==> config.mk <==
export PLATFORM = sky130hd
export DESIGN_NAME = multi_key_press_detector
export DESIGN_NICKNAME = d
export VERILOG_FILES = /design/src/rtl/key_pkg.sv /design/src/rtl/key_channel.sv /design/src/rtl/multi_key_press_detector.sv
export SDC_FILE = /design/constraint.sdc
export NUM_CORES = 1
export LEC_CHECK = 0
export BUFFER_PORTS_ARGS = -buffer_cell sky130_fd_sc_hd__buf_2
export CORE_UTILIZATION = 55
export CTS_CLUSTER_SIZE = 8
export DETAILED_ROUTE_END_ITERATION = 16
export GPL_TIMING_DRIVEN = 0
export PLACE_DENSITY_LB_ADDON = 0.05
export SLEW_MARGIN = 20
export SYNTH_ARGS = -nofsm -noshare
export SYNTH_HDL_FRONTEND = slang
export SYNTH_SLANG_ARGS = --single-unit
==> constraint.sdc <==
create_clock -name clk -period 14.19 [get_ports clk]
set_clock_uncertainty 0.2 [all_clocks]
set_input_delay 2.1285 -clock clk [delete_from_list [all_inputs] [get_ports clk]]
set_output_delay 2.1285 -clock clk [all_outputs]
set_load 0.05 [all_outputs]
==> src/rtl/key_pkg.sv <==
// ---------------------------------------------------------------------------
// key_pkg
// Shared definitions for the multi-key press detector.
//   key_state_t  : per-channel state of the press classifier
//   DEFAULT_*    : default cycle counts for a 100 MHz system clock
//   cntWidth()   : width of a counter that must hold the largest cycle count
// The optional auto-repeat feature is enabled with the KEY_REPEAT_EN macro.
// ---------------------------------------------------------------------------
package key_pkg;

   typedef enum logic [2:0] {
      LOCKOUT,
      IDLE,
      DEB_PRESS,
      HELD,
      LONG_HELD,
      DEB_RELEASE
   } key_state_t;

   localparam int DEFAULT_NUM_KEYS     = 6;
   localparam int DEFAULT_DEBOUNCE_CYC = 200000;     // 2 ms
   localparam int DEFAULT_LONG_CYC     = 300000000;  // 3 s
   localparam int DEFAULT_REPEAT_CYC   = 25000000;   // 250 ms

   // Width large enough to count up to the largest of the three periods.
   function automatic int cntWidth(input int a, input int b, input int c);
      int m;
      m = a;
      if (b > m) m = b;
      if (c > m) m = c;
      return $clog2(m + 1);
   endfunction

endpackage

==> src/rtl/key_channel.sv <==
// ---------------------------------------------------------------------------
// key_channel
// One key: 2-flop synchroniser, debounce, short/long press classification.
// The input is already polarity-normalised (1 = pressed).
// Ports:
//   clk       : system clock
//   reset     : asynchronous active-high reset
//   key_i     : raw (asynchronous) normalised key level
//   pressed_o : debounced level, 1 while the press is accepted
//   short_o   : 1-cycle pulse when a press is released before the long time
//   long_o    : 1-cycle pulse when the hold reaches the long time
//               (plus auto-repeat pulses when KEY_REPEAT_EN is defined)
// Macro KEY_REPEAT_EN: enables the repeat counter in LONG_HELD.
// ---------------------------------------------------------------------------
module key_channel
   import key_pkg::*;
#(
   parameter int DEBOUNCE_CYC = DEFAULT_DEBOUNCE_CYC,
   parameter int LONG_CYC     = DEFAULT_LONG_CYC,
   parameter int REPEAT_CYC   = DEFAULT_REPEAT_CYC
) (
   input  logic clk,
   input  logic reset,
   input  logic key_i,
   output logic pressed_o,
   output logic short_o,
   output logic long_o
);

   localparam int CNT_W = cntWidth(DEBOUNCE_CYC, LONG_CYC, REPEAT_CYC);
   localparam logic [CNT_W-1:0] DEB_LAST  = CNT_W'(DEBOUNCE_CYC - 1);
   localparam logic [CNT_W-1:0] LONG_LAST = CNT_W'(LONG_CYC - 1);
   localparam logic [CNT_W-1:0] CNT_ONE   = CNT_W'(1);

   logic             meta_q;
   logic             sync_q;
   key_state_t       state_q, state_d;
   logic [CNT_W-1:0] debCnt_q, debCnt_d;
   logic [CNT_W-1:0] holdCnt_q, holdCnt_d;
   logic             shortPending_q, shortPending_d;
   logic             short_q, short_d;
   logic             long_q, long_d;
`ifdef KEY_REPEAT_EN
   localparam logic [CNT_W-1:0] REP_LAST = CNT_W'(REPEAT_CYC - 1);
   logic [CNT_W-1:0] repCnt_q, repCnt_d;
`endif

   // Two-flop synchroniser; clears to "released" so a key held through
   // reset looks released for two cycles and is then caught by LOCKOUT.
   always_ff @(posedge clk or posedge reset) begin
      if (reset) begin
         meta_q <= 1'b0;
         sync_q <= 1'b0;
      end else begin
         meta_q <= key_i;
         sync_q <= meta_q;
      end
   end

   // State, counters and registered pulse outputs. Reset drops any pulse
   // that was about to be issued.
   always_ff @(posedge clk or posedge reset) begin
      if (reset) begin
         state_q        <= LOCKOUT;
         debCnt_q       <= '0;
         holdCnt_q      <= '0;
         shortPending_q <= 1'b0;
         short_q        <= 1'b0;
         long_q         <= 1'b0;
`ifdef KEY_REPEAT_EN
         repCnt_q       <= '0;
`endif
      end else begin
         state_q        <= state_d;
         debCnt_q       <= debCnt_d;
         holdCnt_q      <= holdCnt_d;
         shortPending_q <= shortPending_d;
         short_q        <= short_d;
         long_q         <= long_d;
`ifdef KEY_REPEAT_EN
         repCnt_q       <= repCnt_d;
`endif
      end
   end

   // Next-state logic. A release is checked before the long-press count so
   // that a low sample always freezes the hold counter. shortPending
   // remembers whether the bounce in DEB_RELEASE came from HELD (short press
   // still possible) or from LONG_HELD.
   always_comb begin
      state_d        = state_q;
      debCnt_d       = debCnt_q;
      holdCnt_d      = holdCnt_q;
      shortPending_d = shortPending_q;
      short_d        = 1'b0;
      long_d         = 1'b0;
`ifdef KEY_REPEAT_EN
      repCnt_d       = repCnt_q;
`endif
      case (state_q)
         LOCKOUT: begin
            if (sync_q) begin
               debCnt_d = '0;
            end else if (debCnt_q == DEB_LAST) begin
               state_d  = IDLE;
               debCnt_d = '0;
            end else begin
               debCnt_d = debCnt_q + CNT_ONE;
            end
         end
         IDLE: begin
            if (sync_q) begin
               state_d  = DEB_PRESS;
               debCnt_d = '0;
            end
         end
         DEB_PRESS: begin
            if (!sync_q) begin
               state_d = IDLE;
            end else if (debCnt_q == DEB_LAST) begin
               state_d   = HELD;
               holdCnt_d = '0;
            end else begin
               debCnt_d = debCnt_q + CNT_ONE;
            end
         end
         HELD: begin
            if (!sync_q) begin
               state_d        = DEB_RELEASE;
               debCnt_d       = '0;
               shortPending_d = 1'b1;
            end else if (holdCnt_q == LONG_LAST) begin
               state_d = LONG_HELD;
               long_d  = 1'b1;
`ifdef KEY_REPEAT_EN
               repCnt_d = '0;
`endif
            end else begin
               holdCnt_d = holdCnt_q + CNT_ONE;
            end
         end
         LONG_HELD: begin
            if (!sync_q) begin
               state_d        = DEB_RELEASE;
               debCnt_d       = '0;
               shortPending_d = 1'b0;
`ifdef KEY_REPEAT_EN
               repCnt_d       = '0;
            end else if (repCnt_q == REP_LAST) begin
               long_d   = 1'b1;
               repCnt_d = '0;
            end else begin
               repCnt_d = repCnt_q + CNT_ONE;
`endif
            end
         end
         DEB_RELEASE: begin
            if (sync_q) begin
               state_d = shortPending_q ? HELD : LONG_HELD;
            end else if (debCnt_q == DEB_LAST) begin
               state_d        = IDLE;
               short_d        = shortPending_q;
               shortPending_d = 1'b0;
            end else begin
               debCnt_d = debCnt_q + CNT_ONE;
            end
         end
         default: begin
            state_d = LOCKOUT;
         end
      endcase
   end

   // The debounced level covers the release bounce too, so short dips while
   // held never reach the consumers.
   assign pressed_o = (state_q == HELD) || (state_q == LONG_HELD) ||
                      (state_q == DEB_RELEASE);
   assign short_o   = short_q;
   assign long_o    = long_q;

endmodule

==> src/rtl/multi_key_press_detector.sv <==
// ---------------------------------------------------------------------------
// multi_key_press_detector
// NUM_KEYS independent key channels between the board pins and the control
// FSMs. Each channel debounces its pin and classifies short / long presses.
// Ports:
//   clk         : system clock
//   reset       : asynchronous active-high reset
//   key_in      : raw key pins, bit i = channel i
//   pressed     : debounced key levels
//   short_press : 1-cycle pulses, released before LONG_CYC
//   long_press  : 1-cycle pulses, hold reached LONG_CYC (plus repeats)
// Macro KEY_REPEAT_EN: auto-repeat long_press pulses every REPEAT_CYC cycles.
// ---------------------------------------------------------------------------
module multi_key_press_detector
   import key_pkg::*;
#(
   parameter int NUM_KEYS     = DEFAULT_NUM_KEYS,
   parameter int DEBOUNCE_CYC = DEFAULT_DEBOUNCE_CYC,
   parameter int LONG_CYC     = DEFAULT_LONG_CYC,
   parameter int REPEAT_CYC   = DEFAULT_REPEAT_CYC,
   parameter int ACTIVE_HIGH  = 1
) (
   input  logic                clk,
   input  logic                reset,
   input  logic [NUM_KEYS-1:0] key_in,
   output logic [NUM_KEYS-1:0] pressed,
   output logic [NUM_KEYS-1:0] short_press,
   output logic [NUM_KEYS-1:0] long_press
);

   logic [NUM_KEYS-1:0] keyNorm;

   // Normalise polarity so every channel sees 1 = pressed.
   assign keyNorm = (ACTIVE_HIGH != 0) ? key_in : ~key_in;

   // One fully independent channel per key.
   for (genvar i = 0; i < NUM_KEYS; i++) begin : gChan
      key_channel #(
         .DEBOUNCE_CYC (DEBOUNCE_CYC),
         .LONG_CYC     (LONG_CYC),
         .REPEAT_CYC   (REPEAT_CYC)
      ) uChan (
         .clk       (clk),
         .reset     (reset),
         .key_i     (keyNorm[i]),
         .pressed_o (pressed[i]),
         .short_o   (short_press[i]),
         .long_o    (long_press[i])
      );
   end

endmodule

==> impl_results.md, run 1 <==
- Status: complete, no violations
- Multiplexer area fraction after synthesis: 0.293%
- Clock Latency Late Sink: 0.59 ns
- Netlist cell types: 86
- Mapped Area: 0.0218 sq mm
- GR Util All Layers: 23.9%
- Largest family of logic cells by synthesized area: simple AND/OR/NAND/NOR gates
- Critical Path Source Type: flip-flop
- Crit Path Class: flip-flop to output pin
- Register Area: 0.00991 sq mm
- # hold bufs at CTS: 0
- Filler cell count: 3,362
- Vias in the first global route: 17,500
- Largest cells by area after synthesis: dfrtp_1, nor2_1, xnor2_1
- Post-DP HPWL: 32,100 um
- Post-layout util: 62.1%
- Routed Antenna Nets: 0
- Largest net degree at the start of global routing: 97
- Slew Viols, Final: 0
- Die Ht: 201 um
- Most common cell after layout, fill and taps aside: dfrtp_1
- Initial DRC Count: 968
- Maximum root-to-sink buffer count: 3
- P_leak: 9.84 nW
- DP Area: 0.0227 sq mm
- Area added between synthesis and finish: 10.8%
- CP Cell Sequence: clkbuf_1, clkbuf_1, nand2_1, o21ai_0, buf_4, buf_2
- IO Port Bufs: 25
- Commonest non-fill, non-tap cells in the layout: dfrtp_1, nor2_1, nand2_1
- Worst path most repeated cell: clkbuf_1
- Simple-Gate Fraction of Synth Area: 28.5%
- Xor/xnor cell area share of the yosys netlist: 10.5%
- CP peak stage delay: 0.41 ns
- Die area: 0.0404 sq mm
- Root buf cell: clkbuf_16
- Setup Buffers After CTS: 0
- Unrepaired setup endpoints after global routing: false
- Crit share post-route: 33.2%
- CTS tree: yes
- DR WL/cell: 15.4 um
- CP max-delay cell: dfrtp_1
- Die width: 201 um
- Initial Utilization: 56.1%
- Vias: 17,900
- Layout cells sized above 1: 6.20%
- Fin crit period: 4.72 ns
- Worst VDD drop: 0.0000823 V
- Non-filler cells, final: 3,067
- Final WS setup: 9.47 ns
- Inserted Clock Buffers: 55
- Adder-cell share of the synthesized area: 0.736%
- Grt total ovfl: 0
- Post-synth top area cell: dfrtp_1
- Multi-input logic area: 0.0111 sq mm
- Io pins: 26
- TNS Setup: 0 ns
- Tot Pwr: 2.37 mW
- First-pass iteration count of the detailed router: 5
- Gpl congestion: 0.861
- Final Routed Wirelength: 47,200 um
- Reg clk slew, reported paths: 0.05 ns
- Tightest Pin Transition: 1.10 ns
- Synth warn: 0
- Critical Path Sink Type: output pin
- Max cap viols: 0
- Cell Pwr Density: 98.4 mW/mm^2
- Seq cells post-synth: 396
- Dpl cells: 3,007
- Ant. Diodes: 0
- Asr flop ratio synth: 100%
- Post-route cell area: 0.0241 sq mm
- Final hold violations: 0
- Post-Synthesis Cells: 2,460
- CP Data Arrival Time: 2.39 ns
- Post-cts gate resize count: 0
- Hold_ws: 0.143 ns
- Synth Area in Compound Gates: 10.9%
- CTS sink cnt: 396
- # DRC: 0
- Initial antenna violation count: 0
- # setup viols final: 0
- Post-synthesis sequential area ratio: 45.5%
- Maximum fanout along the worst path: 10
- Worst Path Required: 11.86 ns
- Syn_area_per_cell: 8.85 sq um
- Cell row count: 72
- Worst hold path class: flip-flop to flip-flop
- First-pass GRT wire length: 83,200 um
- H-tree depth: 2
- Placement Setup Slack: 10.12 ns
- Core Region: 0.0388 sq mm
- Vias per inst: 5.83
- EDFF count, synth: 0
- Yosys top cell area share: 45.5%
- Max Clk Rate: 212 MHz
- Fin nets: 2,566
- Rel. slew slack: 26.5%
- Syn_nets: 2,480
- Post-synth top flop: dfrtp_1
Yosys cell counts (5+ instances only):
master	count
xor2_1	104
a211oi_1	26
a22oi_1	5
a2111oi_0	6
nand3_1	118
buf_4	19
nor3b_1	11
or4_1	13
a21o_1	8
ha_1	12
a21boi_0	5
o21a_1	8
o21ai_0	117
nor4b_1	17
xnor2_1	156
nor3_1	92
o22ai_1	9
o31ai_1	15
and4_1	29
nor4_1	61
nor2b_1	25
and3_1	38
a21oi_1	103
o211ai_1	11
inv_1	59
or3_1	43
buf_2	11
nand2_1	206
nand4_1	104
nor2_1	383
and2_1	27
a31oi_1	5
buf_1	8
a22o_1	7
o221ai_1	5
or2_2	15
nand2b_1	11
clkbuf_1	82
dfrtp_1	396
o2111ai_1	7
cell type report:
type	count	share of cell area, %
Sequential cell	396	41.1
Inverter	60	0.965
Tap cell	518	2.69
Multi-Input combinational cell	1883	46.0
Buffer	121	2.27
Clock buffer	60	6.00
Timing Repair Buffer	29	0.975
cells by family after synthesis:
kind of cell | after synthesis
buffers and inverters | 181
AND/OR/NAND/NOR | 1226
multiplexers | 6
adder cells (fa/ha/maj) | 13
flip-flops | 396
AO/OA/AOI/OAI | 378
XOR/XNOR | 260
worst paths after layout:
path / endpoint / slack, ns / cells past startpoint / from
worst min-delay path: gChan[0].uChan.sync_q$_DFF_PP0_ / 0.14 / 0 / gChan[0].uChan.meta_q$_DFF_PP0_
worst max register to register: gChan[5].uChan.debCnt_q[3]$_DFFE_PP0P_ / 10.73 / 9 / gChan[5].uChan.debCnt_q[0]$_DFFE_PP0P_
worst max-delay path: pressed[3] / 9.47 / 6 / gChan[3].uChan.state_q[1]$_DFFE_PP0P_
min in group asynchronous: gChan[2].uChan.meta_q$_DFF_PP0_ / 1.37 / 2 / reset
max in group asynchronous: gChan[1].uChan.debCnt_q[8]$_DFFE_PP0P_ / 10.85 / 5 / reset
worst min register to register: gChan[0].uChan.sync_q$_DFF_PP0_ / 0.14 / 0 / gChan[0].uChan.meta_q$_DFF_PP0_
critical path: cells and delay by family (launching register included):
kind                   cells  cell delay [ns]
AOI/OAI and AO/OA          1             0.18
DFF                        1             0.41
and+or+nand+nor            1             0.12
buffers and inverters      4             1.11
layer usage:
| layer | global-route usage (%) | vias up | routed length (um) |
|---|---|---|---|
| li1 | - | 8857 | - |
| met1 | 33.2 | 8627 | 22400 |
| met2 | 39.2 | 316 | 22200 |
| met3 | 2.95 | 82 | 1520 |
| met4 | 7.55 | 0 | 980 |
| met5 | 0 | - | 0 |
flip-flops by register name (all words and copies together) (netlist names):
name / count
gChan.uChan.debCnt_q: 174
gChan.uChan.holdCnt_q: 174
gChan.uChan.state_q: 18
gChan.uChan.long_o: 6
gChan.uChan.meta_q: 6
gChan.uChan.shortPending_q: 6
gChan.uChan.short_o: 6
gChan.uChan.sync_q: 6
report_power, final:
group / internal, mW / leakage (nW) / switching [mW] / total [mW]
Sequential: 1.14 / 5.49 / 0.00632 / 1.14
Combinational: 0.0194 / 3.63 / 0.0543 / 0.0737
Clock: 0.701 / 0.712 / 0.454 / 1.16
No activity file was read; power rests on OpenSTA's default activity.
==> run 2, diff against run 1 <==
==> constraint.sdc (replaced) <==
create_clock -name clk -period 4.58 [get_ports clk]
set_clock_uncertainty 0.2 [all_clocks]
set_input_delay 0.687 -clock clk [delete_from_list [all_inputs] [get_ports clk]]
set_output_delay 0.687 -clock clk [all_outputs]
set_load 0.05 [all_outputs]
==> run 2 against run 1 <==
Cell area rose by 0.91%. Clock power rose to 3.1 times the previous value. Global-route usage barely moved. Non-clock buffer count rose by 15. Highest routed layer unchanged. First-iteration DRC count fell by 0.83%. Routed wire length rose by 0.29%.
==> impl_results.md, run 2 (synthesis gave the netlist of run 1 again) <==
- Max cap viols: 0 (unchanged)
- Fin crit period: 3.46 ns
- Crit Path Class: flip-flop to flip-flop
- Worst hold path class: primary input to flip-flop
- Area added between synthesis and finish: 11.8%
- CP Cell Sequence: nor4_1, nand4_1, nor4_1, or3_1, o211ai_1, o32ai_1, clkbuf_1, nor2_1
- Initial DRC Count: 960 (-0.83%)
- Root buf cell: clkbuf_16
- Vias: 18,100 (+1.2%)
- Ant. Diodes: 0 (unchanged)
- # setup viols final: 0 (unchanged)
- Maximum root-to-sink buffer count: 3 (unchanged)
- Reg clk slew, reported paths: 0.05 ns (about the same)
- Critical Path Source Type: flip-flop
- Worst VDD drop: 0.000297 V (+260%)
- CP max-delay cell: nor4_1
- # DRC: 0 (unchanged)
- DR WL/cell: 15.3 um (-0.16%)
- Cell row count: 72 (unchanged)
- GR Util All Layers: 24.0% (+0.035 points)
- Post-DP HPWL: 32,500 um (+1.4%)
- Inserted Clock Buffers: 55 (unchanged)
- Core Region: 0.0388 sq mm (unchanged)
- DP Area: 0.0228 sq mm (+0.68%)
- Layout cells sized above 1: 6.55% (+0.36 points)
- Die Ht: 201 um (unchanged)
- Clock Latency Late Sink: 0.59 ns (about the same)
- Unrepaired setup endpoints after global routing: false
- Worst path most repeated cell: nor4_1
- Setup Buffers After CTS: 0 (unchanged)
- Die width: 201 um (unchanged)
- Slew Viols, Final: 0 (unchanged)
- Gpl congestion: 0.846 (-1.7%)
- Internal: 5.78 mW (+210%)
- Combinational Power Share: 3.4% (+0.3 points)
- Sw frac: 22.0% (+0.30 points)
- Largest registers: gChan.uChan.debCnt_q: 174 flops, gChan.uChan.holdCnt_q: 174 flops, gChan.uChan.state_q: 18 flops
- Clock share of power: 48.8% (about the same)
- Fin nets: 2,581 (+0.58%)
- Final hold violations: 0 (unchanged)
- Io pins: 26 (unchanged)
- CTS tree: yes
- Critical Path Sink Type: flip-flop
- Max Clk Rate: 289 MHz
- Tightest Pin Transition: 1.02 ns (-0.0796 ns)
- P_sw: 1.63 mW (+220%)
- Grt total ovfl: 0 (unchanged)
- Worst Path Required: 4.83 ns (-7.03 ns)
- P_leak: 9.93 nW (+0.99%)
- Routed Antenna Nets: 0 (unchanged)
- Maximum fanout along the worst path: 10 (unchanged)
- IO Port Bufs: 25 (unchanged)
- Reg2reg setup slack: 1.12 ns (-9.61 ns)
- First-pass GRT wire length: 83,100 um (about the same)
- CTS sink cnt: 396 (unchanged)
- Most common cell after layout, fill and taps aside: dfrtp_1
- Vias in the first global route: 17,600 (+0.69%)
- CP peak stage delay: 0.63 ns (+0.22 ns)
- Final Routed Wirelength: 47,300 um (+0.29%)
- Filler cell count: 3,272 (-2.7%)
- Post-route cell area: 0.0243 sq mm (+0.91%)
- Commonest non-fill, non-tap cells in the layout: dfrtp_1, nor2_1, nand2_1
- Rel. slew slack: 32.0% (+5.5 points)
- Largest net degree at the start of global routing: 35 (-64%)
- H-tree depth: 2 (unchanged)
- Initial Utilization: 56.1% (unchanged)
- Cell Pwr Density: 305 mW/mm^2 (+210%)
- Die area: 0.0404 sq mm (unchanged)
- Post-layout util: 62.7% (+0.57 points)
- TNS Setup: 0 ns (unchanged)
- CP Data Arrival Time: 3.71 ns (+1.32 ns)
- Sequential power share: 47.8% (-0.4 points)
- Status: complete, no violations
- Initial antenna violation count: 0 (unchanged)
- First-pass iteration count of the detailed router: 5 (unchanged)
- Crit share post-route: 75.5%
- Vias per inst: 5.88 (+0.79%)
==> run 2: power groups by stage <==
stage / Combinational, mW / Clock (mW) / Sequential (mW)
after floorplan: 0.163 / 0 / 3.60
after global placement: 0.217 / 0 / 3.61
after detailed placement: 0.251 / 0 / 3.60
after CTS: 0.256 / 3.72 / 3.55
after global routing: 0.286 / 3.85 / 3.54
final: 0.249 / 3.62 / 3.55
==> run 2: final cells by class <==
cell class | instances | area [sq um] | share of cell area, %
Multi-Input combinational cell | 1883 | 11100 | 45.6
Sequential cell | 396 | 9910 | 40.7
Clock buffer | 56 | 1400 | 5.76
Clock inverter | 3 | 55.1 | 0.226
Inverter | 60 | 229 | 0.941
Buffer | 121 | 547 | 2.25
Tap cell | 518 | 648 | 2.66
Timing Repair Buffer | 44 | 453 | 1.86
==> run 2: final timing paths <==
check,start,endpoint,cells after the start
hold / removal,key_in[2],gChan[2].uChan.meta_q$_DFF_PP0_,1
hold reg to reg,gChan[4].uChan.meta_q$_DFF_PP0_,gChan[4].uChan.sync_q$_DFF_PP0_,0
min in group asynchronous,reset,gChan[3].uChan.holdCnt_q[7]$_DFFE_PP0P_,3
max in group asynchronous,reset,gChan[0].uChan.debCnt_q[5]$_DFFE_PP0P_,6
setup reg to reg,gChan[3].uChan.debCnt_q[21]$_DFFE_PP0P_,gChan[3].uChan.debCnt_q[8]$_DFFE_PP0P_,8
setup / recovery,gChan[3].uChan.debCnt_q[21]$_DFFE_PP0P_,gChan[3].uChan.debCnt_q[8]$_DFFE_PP0P_,8
==> run 2: routing by layer <==
metal	vias up	wire length, um	share of wire [%]	GRT usage [%]
met1	8773	22000	46	32.3
li1	8925	-	-	-
met4	0	828	1.8	6.76
met3	73	1840	3.9	3.94
met5	-	0	0	0
met2	334	22700	48	40.0
==> run 2: through the flow <==
step	total power, mW	hold slack (ns)	worst slack (ns)	instances
6_report	7.41	0.0370	1.12	3081
5_1_grt	7.69	0.0107	0.750	3081
4_1_cts	7.52	0.00140	1.11	3081
3_5_place_dp	3.85	0.136	1.13	3016
3_3_place_gp	3.82	0.132	-3.96	3003
2_1_floorplan	3.76	0.131	-1.64	2460
==> run 2: repair_timing <==
| action | in CTS | in global routing |
|---|---|---|
| hold buffers | 6 | 0 |
| resized for setup | 0 | 0 |
| endpoints found under the hold margin | 20 | 0 |
==> run 2: worst max-delay path: cells and delay by family (launching register included) <==
kind	cells	cell delay, ns
buffers and inverters	1	0.47
AOI/OAI and AO/OA	2	0.63
DFF	1	0.42
and+or+nand+nor	5	1.59
==> run 3, diff against run 2 <==
--- a/config.mk
+++ b/config.mk
@@ -5,6 +5,7 @@
 export SDC_FILE = /design/constraint.sdc
 export NUM_CORES = 1
 export LEC_CHECK = 0
+export ABC_AREA = 1
 export BUFFER_PORTS_ARGS = -buffer_cell sky130_fd_sc_hd__buf_2
 export CORE_UTILIZATION = 55
 export CTS_CLUSTER_SIZE = 8
==> constraint.sdc (replaced) <==
create_clock -name clk -period 3.05 [get_ports clk]
set_clock_uncertainty 0.2 [all_clocks]
set_input_delay 0.4575 -clock clk [delete_from_list [all_inputs] [get_ports clk]]
set_output_delay 0.4575 -clock clk [all_outputs]
set_load 0.05 [all_outputs]
==> run 3 against run 2 <==
First-iteration DRC count rose to 2.8 times the previous value. Register-to-register slack lost 0.72 ns. Sequential share of layout area down 9.7 points. Sequential power increased by 50%. Largest cell class unchanged. Via count is 66% higher.
==> impl_results.md, run 3 <==
- CTS tree: yes
- GR Util met1: 43.1% (+11 points)
- CP Data Arrival Time: 2.15 ns (-1.56 ns)
- Post-Synthesis Cells: 4,732 (+92%)
- Cell row count: 84 (+17%)
- Fin crit period: 2.81 ns
- Worst VDD drop: 0.000448 V (+51%)
- Initial Utilization: 55.6% (-0.44 points)
- Syn_area_per_cell: 6.17 sq um (-30%)
- Non-filler cells, final: 5,531 (+80%)
- Vias per inst: 5.42 (-7.8%)
- Unrepaired setup endpoints after global routing: false
- Post-synthesis sequential area ratio: 34.0% (-12 points)
- Initial DRC Count: 2,674 (+180%)
- Tot Pwr: 11.2 mW (+51%)
- Tightest Pin Transition: 0.720 ns (-0.296 ns)
- Routed Antenna Nets: 0 (unchanged)
- Synth warn: 0 (unchanged)
- DP Area: 0.0304 sq mm (+33%)
- Grt met3 use: 3.34% (-0.60 points)
- Largest net degree at the start of global routing: 35 (unchanged)
- GR Util All Layers: 30.2% (+6.2 points)
- Syn_nets: 4,752 (+92%)
- Clock Latency Late Sink: 0.61 ns (+0.02 ns)
- Max cap viols: 0 (unchanged)
- EDFF count, synth: 0 (unchanged)
- Max Clk Rate: 356 MHz
- Final hold violations: 0 (unchanged)
- Die Ht: 232 um (+16%)
- Grt total ovfl: 0 (unchanged)
- Largest cells by area after synthesis: dfrtp_1, nand2_1, nor2_1
- Die area: 0.0540 sq mm (+34%)
- Area added between synthesis and finish: 9.67%
- DR WL/cell: 14.7 um (-4.3%)
- Worst Path Required: 2.39 ns (-2.44 ns)
- Reg clk slew, reported paths: 0.06 ns (about the same)
- IO Port Bufs: 25 (unchanged)
- Initial antenna violation count: 1 (+1)
- # setup viols final: 0 (unchanged)
- Hold_ws: 0.149 ns (+0.112 ns)
- Commonest non-fill, non-tap cells in the layout: nand2_1, nor2_1, nand3_1
- Mapped Area: 0.0292 sq mm (+34%)
- Root buf cell: clkbuf_16
- Post-DP HPWL: 61,200 um (+88%)
- Fin nets: 4,854 (+88%)
- CTS sink cnt: 396 (unchanged)
- First-pass GRT wire length: 135,000 um (+62%)
- Yosys top cell area share: 34.0% (-12 points)
- Core Region: 0.0524 sq mm (+35%)
- Ant. Diodes: 0 (unchanged)
- Post-synth top cells: nand2_1, nor2_1, nand3_1
- P_leak: 14.8 nW (+49%)
- Final Routed Wirelength: 81,300 um (+72%)
- Filler cell count: 5,284 (+61%)
- Crit share post-route: 92.2%
- Seq cells post-synth: 396 (unchanged)
- GRT busiest layer: met2
- Crit Path Class: flip-flop to output pin
- Critical Path Source Type: flip-flop
- Post-synth top flop: dfrtp_1
- Dpl cells: 5,458 (+81%)
- Gpl congestion: 0.966 (+14%)
- Netlist cell types: 51 (-41%)
- Critical Path Sink Type: output pin
- Most common cell after layout, fill and taps aside: nand2_1
- Vias in the first global route: 27,300 (+55%)
- Post-synth top area cell: dfrtp_1
- H-tree depth: 2 (unchanged)
- Met2 usage in global routing: 47.9% (+7.9 points)
- Die width: 232 um (+16%)
- Status: complete, no violations
- Worst hold path class: flip-flop to flip-flop
- Cell Pwr Density: 351 mW/mm^2 (+15%)
- Maximum fanout along the worst path: 8 (-2)
- Most numerous cell in the Yosys netlist: nand2_1
- Post-route cell area: 0.0320 sq mm (+31%)
- Layout cells sized above 1: 6.15% (-0.40 points)
- Setup Buffers After CTS: 0 (unchanged)
- First-pass iteration count of the detailed router: 7 (+2)
- Post-layout util: 61.0% (-1.7 points)
- Maximum root-to-sink buffer count: 3 (unchanged)
- Inserted Clock Buffers: 56 (+1.8%)
- Rel. slew slack: 52.0% (+20 points)
- Asr flop ratio synth: 100% (unchanged)
- # DRC: 0 (unchanged)
- Largest registers: gChan.uChan.debCnt_q: 174 flops, gChan.uChan.holdCnt_q: 174 flops, gChan.uChan.state_q: 18 flops
- Vias: 30,000 (+66%)
- Slew Viols, Final: 0 (unchanged)
- Io pins: 26 (unchanged)
[run 3: changes by cell type in the layout (fill, tap and decap cells not counted), sizes merged, moves of 29 or more]
cell,previous run,this run
nor3,95,147
and4,29,0
nand4,104,145
nor2,385,709
buf,77,133
xnor2,156,7
nand3,118,501
o21ai,120,238
and3,38,1
or3,43,0
nand2,207,1688
nor4,63,13
inv,59,503
a21oi,104,40
[run 3: path summary, 6_finish.rpt]
path / start / slack [ns] / cells after the start / end
min in group asynchronous: reset / 0.26 / 3 / gChan[3].uChan.debCnt_q[14]$_DFFE_PP0P_
setup / recovery: gChan[1].uChan.state_q[1]$_DFFE_PP0P_ / 0.24 / 6 / pressed[1]
hold / removal: gChan[0].uChan.meta_q$_DFF_PP0_ / 0.15 / 0 / gChan[0].uChan.sync_q$_DFF_PP0_
hold reg to reg: gChan[0].uChan.meta_q$_DFF_PP0_ / 0.15 / 0 / gChan[0].uChan.sync_q$_DFF_PP0_
setup reg to reg: gChan[4].uChan.holdCnt_q[0]$_DFFE_PP0P_ / 0.40 / 13 / gChan[4].uChan.holdCnt_q[17]$_DFFE_PP0P_
max in group asynchronous: reset / 0.86 / 8 / gChan[5].uChan.state_q[2]$_DFFE_PP0P_
[run 3: per-stage QoR]
| step | setup slack, ns | TNS, ns |
|---|---|---|
| 6_report | 0.238 | 0 |
| 3_5_place_dp | 0.220 | 0 |
| 2_1_floorplan | -2.94 | -1163.18 |
| 3_3_place_gp | -5.40 | -2109.63 |
| 5_1_grt | 0.141 | 0 |
| 4_1_cts | 0.216 | 0 |
[run 3: critical path, stage by stage (launching register included)]
cell,delay (ns)
dfrtp_1,0.45
inv_1,0.10
nor2_2,0.13
nand2_1,0.19
nand2_1,0.27
buf_4,0.15
buf_2,0.25
[run 3: metal layers]
layer	part of all wire, %	wire length (um)
met5	0.016	13
met4	2.3	1870
met3	5.5	4460
met2	45	36300
met1	48	38600
[run 3: cell type report]
type	count	area, sq um	area share [%]
inverters	505	1900	5.95
well taps	688	861	2.69
multi-input cells	3685	16500	51.6
plain buffers	145	856	2.67
repair buffers	45	463	1.45
flip-flops and latches	396	9910	31.0
clock buffers	64	1470	4.60
clock inverters	3	22.5	0.0704
[run 3: logic make-up (layout without fill, tap and decap cells)]
logic type / Yosys count / in the layout / share of synthesized area, %
and+or+nand+nor: 3250 / 3250 / 47.0
DFF: 396 / 396 / 34.0
xor gates and xnor gates: 98 / 98 / 2.94
AOI/OAI and AO/OA: 325 / 325 / 6.09
adders and majority gates: 12 / 12 / 0.515
buffers and inverters: 651 / 762 / 9.46
[run 3: power breakdown]
| group | leakage, nW | internal (mW) | switching [mW] |
|---|---|---|---|
| logic | 8.59 | 0.0814 | 0.221 |
| clock network | 0.736 | 3.32 | 2.29 |
| registers | 5.49 | 5.29 | 0.0240 |
| total | 14.8 | 8.69 | 2.53 |
[run 3: what timing repair did]
action / CTS / global route
hold endpoints to repair: 29 / 0
hold buffers: 7 / 0
gates resized for setup: 0 / 2
setup endpoints to repair: 1 / 9
